`src/rtl/if_id_reg.sv`:
```
// IF/ID pipeline register for the 5-stage MIPS core. It holds on a load-use
// stall, inserts a NOP bubble on a flush, and keeps saturating perf counters.
module if_id_reg #(
  parameter int          CNT_W    = 32,
  parameter logic [31:0] NOP_WORD = 32'h00000000
) (
  input  logic             clk,
  input  logic             rst,
  input  logic             lu,
  input  logic             flush,
  input  logic [31:0]      pc_4_in,
  input  logic [31:0]      ir_in,
  input  logic [31:0]      signal_in,
  output logic [31:0]      pc_4_out,
  output logic [31:0]      ir_out,
  output logic [31:0]      signal_out,
  output logic             valid_out,
  output logic [CNT_W-1:0] instr_cnt,
  output logic [CNT_W-1:0] stall_cnt,
  output logic [CNT_W-1:0] flush_cnt
);

  localparam logic [CNT_W-1:0] CNT_MAX = '1;
  localparam logic [CNT_W-1:0] CNT_ONE = {{(CNT_W-1){1'b0}}, 1'b1};

  function automatic logic [CNT_W-1:0] sat_inc(input logic [CNT_W-1:0] c);
    return (c == CNT_MAX) ? c : c + CNT_ONE;
  endfunction

  // Flush outranks the stall: the instruction being held is on the wrong path.
  // NOTE: non-blocking assignments keep every register sampling pre-edge values.
  always_ff @(posedge clk) begin
    if (rst) begin
      pc_4_out   <= 32'h0;
      ir_out     <= NOP_WORD;
      signal_out <= 32'h0;
      valid_out  <= 1'b0;
    end else if (flush) begin
      pc_4_out   <= 32'h0;
      ir_out     <= NOP_WORD;
      signal_out <= 32'h0;
      valid_out  <= 1'b0;
    end else if (!lu) begin
      pc_4_out   <= pc_4_in;
      ir_out     <= ir_in;
      signal_out <= signal_in;
      valid_out  <= 1'b1;
    end
  end

  // Exactly one counter can advance per cycle, following the same priority.
  always_ff @(posedge clk) begin
    if (rst) begin
      instr_cnt <= '0;
      stall_cnt <= '0;
      flush_cnt <= '0;
    end else if (flush) begin
      flush_cnt <= sat_inc(flush_cnt);
    end else if (lu) begin
      stall_cnt <= sat_inc(stall_cnt);
    end else begin
      instr_cnt <= sat_inc(instr_cnt);
    end
  end

endmodule

```
`config.mk`:
```
export PLATFORM = sky130hd
export DESIGN_NAME = if_id_reg
export DESIGN_NICKNAME = d
export VERILOG_FILES = /design/src/rtl/if_id_reg.sv
export SDC_FILE = /design/constraint.sdc
export NUM_CORES = 1
export LEC_CHECK = 0
export CORE_MARGIN = 1.5
export CORE_UTILIZATION = 25
export DETAILED_ROUTE_END_ITERATION = 12
export SKIP_CTS_REPAIR_TIMING = 1
export SYNTH_ARGS = -nofsm -noshare
export SYNTH_HDL_FRONTEND = slang
export SYNTH_SLANG_ARGS = --single-unit
```
`constraint.sdc`:
```
create_clock -name clk -period 3.3 [get_ports clk]
set_clock_uncertainty 0.15 [all_clocks]
set_input_delay 0.495 -clock clk [delete_from_list [all_inputs] [get_ports clk]]
set_output_delay 0.495 -clock clk [all_outputs]
set_load 0.005 [all_outputs]
```
==> results of run 1 <==
==> synthesized netlist by cell type, drive strengths merged (2+ instances only) <==
cell type | number | area (um^2)
a211oi | 6 | 45.04
a21o | 2 | 15.01
a21oi | 56 | 280.3
a31o | 3 | 26.28
a31oi | 3 | 18.77
and2 | 7 | 43.80
and3 | 14 | 88.84
and4 | 15 | 138.9
buf | 18 | 88.84
clkbuf | 36 | 136.4
dfxtp | 193 | 3864
ha | 3 | 37.54
inv | 12 | 45.04
mux2 | 5 | 56.30
mux2i | 98 | 980.9
nand2 | 40 | 150.1
nand3 | 32 | 160.2
nand4 | 29 | 196.4
nand4b | 5 | 43.79
nor2 | 142 | 533.0
nor2b | 9 | 56.30
nor3 | 6 | 30.03
nor4 | 12 | 75.07
nor4b | 4 | 41.29
o21ai | 32 | 160.2
o31ai | 24 | 180.2
or2 | 4 | 25.03
or3 | 29 | 182.7
or4 | 27 | 202.7
xnor2 | 20 | 175.2
xor2 | 11 | 96.34
==> critical path: cells and delay by family, from the launching register on <==
kind	cells	cell delay, ns
AND/OR/NAND/NOR	4	1.51
flip-flops	1	0.44
buffers and inverters	1	0.36
AO/OA/AOI/OAI	1	0.06
==> power groups by stage <==
stage               sequential [uW]  combinational, uW  clock, uW
finish                         2400                413       2180
global route                   2410                448       2350
CTS                            2400                420       2260
detailed placement             2460                418          0
global placement               2450                416          0
floorplan                      2460                161          0
==> through the flow <==
step	worst slack, ns	hold slack (ns)	instances	cell area [um^2]	utilization [%]
6_report	0.6287	0.3000	1631	12260	37.69
3_5_place_dp	0.2913	0.2893	1600	11660	35.83
2_1_floorplan	1.072	0.2966	908	8280	-
5_1_grt	0.3646	0.3239	1631	12260	37.69
3_3_place_gp	0.3919	0.2887	1600	11660	35.83
4_1_cts	0.6282	0.3013	1631	12260	37.69
==> path summary, 6_finish.rpt <==
path                                 endpoint  depth (start not counted)    startpoint
worst max-delay path            stall_cnt[18]                          6  stall_cnt[6]
worst max register to register  stall_cnt[18]                          6  stall_cnt[6]
worst min register to register      valid_out                          2     valid_out
worst min-delay path                valid_out                          2     valid_out
==> cells by family after synthesis <==
| kind of cell | count (synthesis) | share of synthesized area (%) |
|---|---|---|
| AO/OA/AOI/OAI | 133 | 9.610 |
| XOR/XNOR | 31 | 3.279 |
| adder cells (fa/ha/maj) | 3 | 0.4534 |
| buffers and inverters | 67 | 3.370 |
| flip-flops | 193 | 46.66 |
| multiplexers | 103 | 12.53 |
| AND/OR/NAND/NOR | 378 | 24.10 |
==> registers in the layout (all words and copies together), names as in the netlist <==
signal / flops
flush_cnt: 32
pc_4_out: 32
instr_cnt: 32
signal_out: 32
valid_out: 1
ir_out: 32
stall_cnt: 32
==> area by class of cell <==
type / instances / area (um^2)
Timing Repair Buffer: 305 / 3057
Clock inverter: 14 / 178.9
Multi-Input combinational cell: 648 / 4140
Sequential cell: 193 / 3864
Fill cell: 3315 / 20270
Tap cell: 442 / 553.0
Clock buffer: 17 / 425.4
Inverter: 12 / 45.04
==> routing by layer <==
layer	track usage [%]	vias to the layer above	part of all wire (%)
li1	-	3808	-
met1	17.98	3642	43
met2	22.62	257	45
met3	6.626	26	9.6
met4	5.724	2	2.0
met5	0	-	0.052
==> Flow_metrics.wiki, run 1 <==
{| class="wikitable"
! Metric !! Value
|-
| Overall global routing resource usage || 14.75%
|-
| IO buf count || 292
|-
| Aggregate global routing overflow || 0
|-
| Synthesized netlist cell count || 908
|-
| Kind of critical path || flop to flop
|-
| Via count of the first global-routing pass || 7345
|-
| Crit path arrival time || 2.83 ns
|-
| Number of DRC violations after detailed-routing iteration 0 || 315
|-
| Net switching share of the total power || 23.47%
|-
| Critical path's largest stage delay || 0.60 ns
|-
| Share of total power in sequential cells || 48.0%
|-
| Die Footprint || 34220 um^2
|-
| Distinct cell type count after synthesis || 53
|-
| Mean instance size in the synthesized netlist || 9.119 um^2
|-
| Clock latency at the later pin of the worst-skew pair || 0.45 ns
|-
| Count of nets left with antenna violations after detail routing || 0
|-
| Drt pass-1 iters || 4
|-
| Share of the yosys chip area belonging to registers || 46.66%
|-
| Core region area || 32540 um^2
|-
| Remaining design rule violation count || 0
|-
| Setup repair after global routing missed its margin || false
|-
| Number of warnings reported in the yosys synthesis log || 0
|-
| First-pass GRT wire length || 39.61 mm
|-
| Number of rows in the core area || 66
|-
| Reported leakage power || 0.004293 uW
|-
| Pin slew with the least headroom to its limit || 1.082 ns
|-
| DR WL/cell || 15.33 um
|-
| Total power of the final layout || 4998 uW
|-
| Status || finished, final reports clean
|-
| Setup crit start kind || flop
|-
| Buffer depth of the longest clock path || 2
|-
| Post-synthesis net count || 1011
|-
| Crit path capture type || flop
|-
| Internal Pwr Total || 3825 uW
|-
| Register bit count reported by yosys || 193
|-
| Final count of negative-setup-slack endpoints || 0
|-
| Max Clock Freq || 374.4 MHz
|-
| Fin crit share || 80.95%
|-
| Net total in the final layout || 1280
|-
| Switching power summed over all nets || 1173 uW
|-
| Synth Flop Type || dfxtp_1
|-
| Area growth from synthesis to final layout || 48.10%
|-
| Pin count of the biggest net entering global routing || 104
|-
| Effective utilization at floorplan || 25.45%
|-
| Post-layout minimum cycle time || 2.671 ns
|-
| Proportion of layout cells with a drive suffix above 1 || 5.635%
|-
| R2R setup slack || 0.63 ns
|-
| Boundary Pins || 293
|-
| Post-Route WL || 25.00 mm
|-
| Most common library cell in the layout ignoring fill and taps || clkdlybuf4s50_1
|-
| Headroom to the max-slew limit || 27.12%
|-
| Final Max Slew Viols || 0
|-
| Number of flops mapped to enable cells by yosys || 0
|-
| Cell type of the slowest stage on the worst timing path || and4b_1
|-
| Total Neg Setup Slack || 0 ns
|-
| Power per Cell Area || 407.6 nW/um^2
|-
| Chip height || 185.0 um
|-
| Placed wire-length estimate after detailed placement || 17.76 mm
|-
| Endpoint required time on the critical path || 3.46 ns
|-
| Via/cell ratio || 4.742
|-
| Post-synth ARST share || 0%
|-
| Die Width || 185.0 um
|-
| Number of endpoints with negative hold slack in the final report || 0
|-
| H-tree depth || 4
|-
| Largest voltage drop on the vdd net || 0.3262 mV
|-
| Clock sinks || 193
|-
| Worst min-delay path category || flop to flop
|-
| Leading cell types in the layout, fill and taps excluded || 290 x clkdlybuf4s50_1, 193 x dfxtp_1, 142 x nor2_1
|-
| Max capacitance violation total || 0
|-
| CTS tree || yes
|-
| Final antenna diode count || 0
|-
| Part of the power in combinational logic || 8.3%
|-
| Highest fanout seen on the critical path || 30
|-
| Critical Path, Cell by Cell || nand2_1 > nor4_1 > and4b_1 > buf_4 > or4_1 > a21oi_1
|-
| Clock root buffer || clkbuf_16
|-
| Placer congestion estimate || 0.7896
|-
| DR vias || 7735
|-
| Relative contribution of the clock network to total power || 43.7%
|-
| Initial antenna violation count || 1
|-
| Clock slew at reported path FFs || 0.08 ns
|-
| Number of buffers created by CTS || 17
|-
| Netlist Area Pre-Place || 8280 um^2
|}
Note: power is estimated with default switching activity, not from simulation.
==> run 2, diff against run 1 <==
Clock period 3.3 ns to 2.3 ns, I/O delays scaled along.
==> Flow_metrics.wiki, run 2 (synthesis gave the netlist of run 1 again) <==
{| class="wikitable"
! Metric !! Value
|-
| Die Width || 185.0 um
|-
| Clock slew at reported path FFs || 0.07 ns
|-
| Crit path capture type || flop
|-
| Number of DRC violations after detailed-routing iteration 0 || 374
|-
| Endpoint required time on the critical path || 2.52 ns
|-
| Power per Cell Area || 538.7 nW/um^2
|-
| Highest fanout seen on the critical path || 6
|-
| DR vias || 7991
|-
| Total power of the final layout || 6911 uW
|-
| Max capacitance violation total || 0
|-
| Aggregate global routing overflow || 0
|-
| Final count of negative-setup-slack endpoints || 0
|-
| Overall global routing resource usage || 15.35%
|-
| Number of buffers created by CTS || 17
|-
| Setup crit start kind || flop
|-
| Final antenna diode count || 0
|-
| Critical path's largest stage delay || 0.54 ns
|-
| Placed wire-length estimate after detailed placement || 19.22 mm
|-
| Crit path arrival time || 2.40 ns
|-
| Largest delay contributor family on the critical path || simple AND/OR/NAND/NOR gates
|-
| Proportion of layout cells with a drive suffix above 1 || 11.44%
|-
| Final Max Slew Viols || 0
|-
| Pin slew with the least headroom to its limit || 0.8099 ns
|-
| Leading cell types in the layout, fill and taps excluded || 290 x clkdlybuf4s50_1, 193 x dfxtp_1, 142 x nor2_1
|-
| Headroom to the max-slew limit || 46.01%
|-
| Status || finished, final reports clean
|-
| Net total in the final layout || 1360
|-
| Worst min-delay path category || input port to flop
|-
| Pin count of the biggest net entering global routing || 99
|-
| Boundary Pins || 293
|-
| Buffer depth of the longest clock path || 2
|-
| Core region area || 32540 um^2
|-
| Clock sinks || 193
|-
| Number of rows in the core area || 66
|-
| Clock root buffer || clkbuf_16
|-
| Via count of the first global-routing pass || 7739
|-
| Post-Route WL || 26.04 mm
|-
| Post-layout minimum cycle time || 2.176 ns
|-
| Total Neg Setup Slack || 0 ns
|-
| IO buf count || 292
|-
| Setup repair after global routing missed its margin || false
|-
| Max Clock Freq || 459.6 MHz
|-
| Count of placed standard cells including taps || 1680
|-
| Reported leakage power || 0.004682 uW
|-
| Die Footprint || 34220 um^2
|-
| CTS tree || yes
|-
| Effective utilization at floorplan || 25.45%
|-
| Remaining design rule violation count || 0
|-
| Critical Path, Cell by Cell || and4_4 > nand4_4 > or4_4 > or4_1 > a21oi_1
|-
| Initial antenna violation count || 0
|-
| Largest voltage drop on the vdd net || 0.4928 mV
|-
| Non-filler cells, final || 1709
|-
| Chip height || 185.0 um
|-
| Kind of critical path || flop to flop
|-
| Cell type of the slowest stage on the worst timing path || or4_4
|-
| Fin crit share || 94.61%
|-
| Area growth from synthesis to final layout || 54.93%
|-
| DR WL/cell || 15.23 um
|-
| Most common library cell in the layout ignoring fill and taps || clkdlybuf4s50_1
|-
| H-tree depth || 4
|-
| First-pass GRT wire length || 41.30 mm
|-
| Via/cell ratio || 4.676
|-
| Count of nets left with antenna violations after detail routing || 0
|-
| Total buffers and inverters traversed by the critical path || 0
|-
| Drt pass-1 iters || 6
|-
| Clock latency at the later pin of the worst-skew pair || 0.44 ns
|-
| Number of endpoints with negative hold slack in the final report || 0
|-
| Placer congestion estimate || 0.7860
|}
## run 2: path summary, 6_finish.rpt
check | from | end | slack (ns) | depth (start not counted)
worst max-delay path | instr_cnt[7] | instr_cnt[27] | 0.12 | 5
worst min-delay path | rst | stall_cnt[8] | 0.09 | 2
worst max register to register | instr_cnt[7] | instr_cnt[27] | 0.12 | 5
worst min register to register | valid_out | valid_out | 0.31 | 2
## run 2: power breakdown
| part | internal [uW] | switching, uW | total (uW) |
|---|---|---|---|
| Sequential | 3400 | 37.9 | 3440 |
| Combinational | 383 | 242 | 625 |
| Clock | 1510 | 1330 | 2840 |
## run 2: metrics by stage
stage          setup WS [ns]  hold WS (ns)  instance area (um^2)  util, %
2_1_floorplan        0.07234        0.2966                  8280        -
3_3_place_gp         -0.2934        0.2875                 12270    37.72
3_5_place_dp         -0.3088        0.2962                 12270    37.72
4_1_cts              0.04124       0.06190                 12800    39.35
5_1_grt             0.003234       0.07771                 12830    39.43
6_report              0.1240       0.09227                 12830    39.43
## run 2: per-layer routing
| layer | track usage [%] | wire length, um | part of all wire [%] | vias to the layer above |
|---|---|---|---|---|
| met5 | 0 | 0 | 0 | - |
| met1 | 18.87 | 11380 | 44 | 3753 |
| met4 | 4.423 | 359 | 1.4 | 0 |
| li1 | - | - | - | 3960 |
| met3 | 6.882 | 2442 | 9.4 | 18 |
| met2 | 24.08 | 11850 | 46 | 260 |
## run 2: final cells by class
type | count | area, um^2
clock inverter | 8 | 81.33
timing repair buffer | 385 | 3670
sequential | 193 | 3864
fill | 3303 | 19710
multi-input combinational | 648 | 4165
inverter | 12 | 45.04
tap | 442 | 553.0
clock buffer | 21 | 450.4
==> run 3, diff against run 2 <==
Settings changed: CTS_CLUSTER_DIAMETER set to 30.
==> results of run 3 <==
Final layout, timing and power as in run 2 (identical DEF).
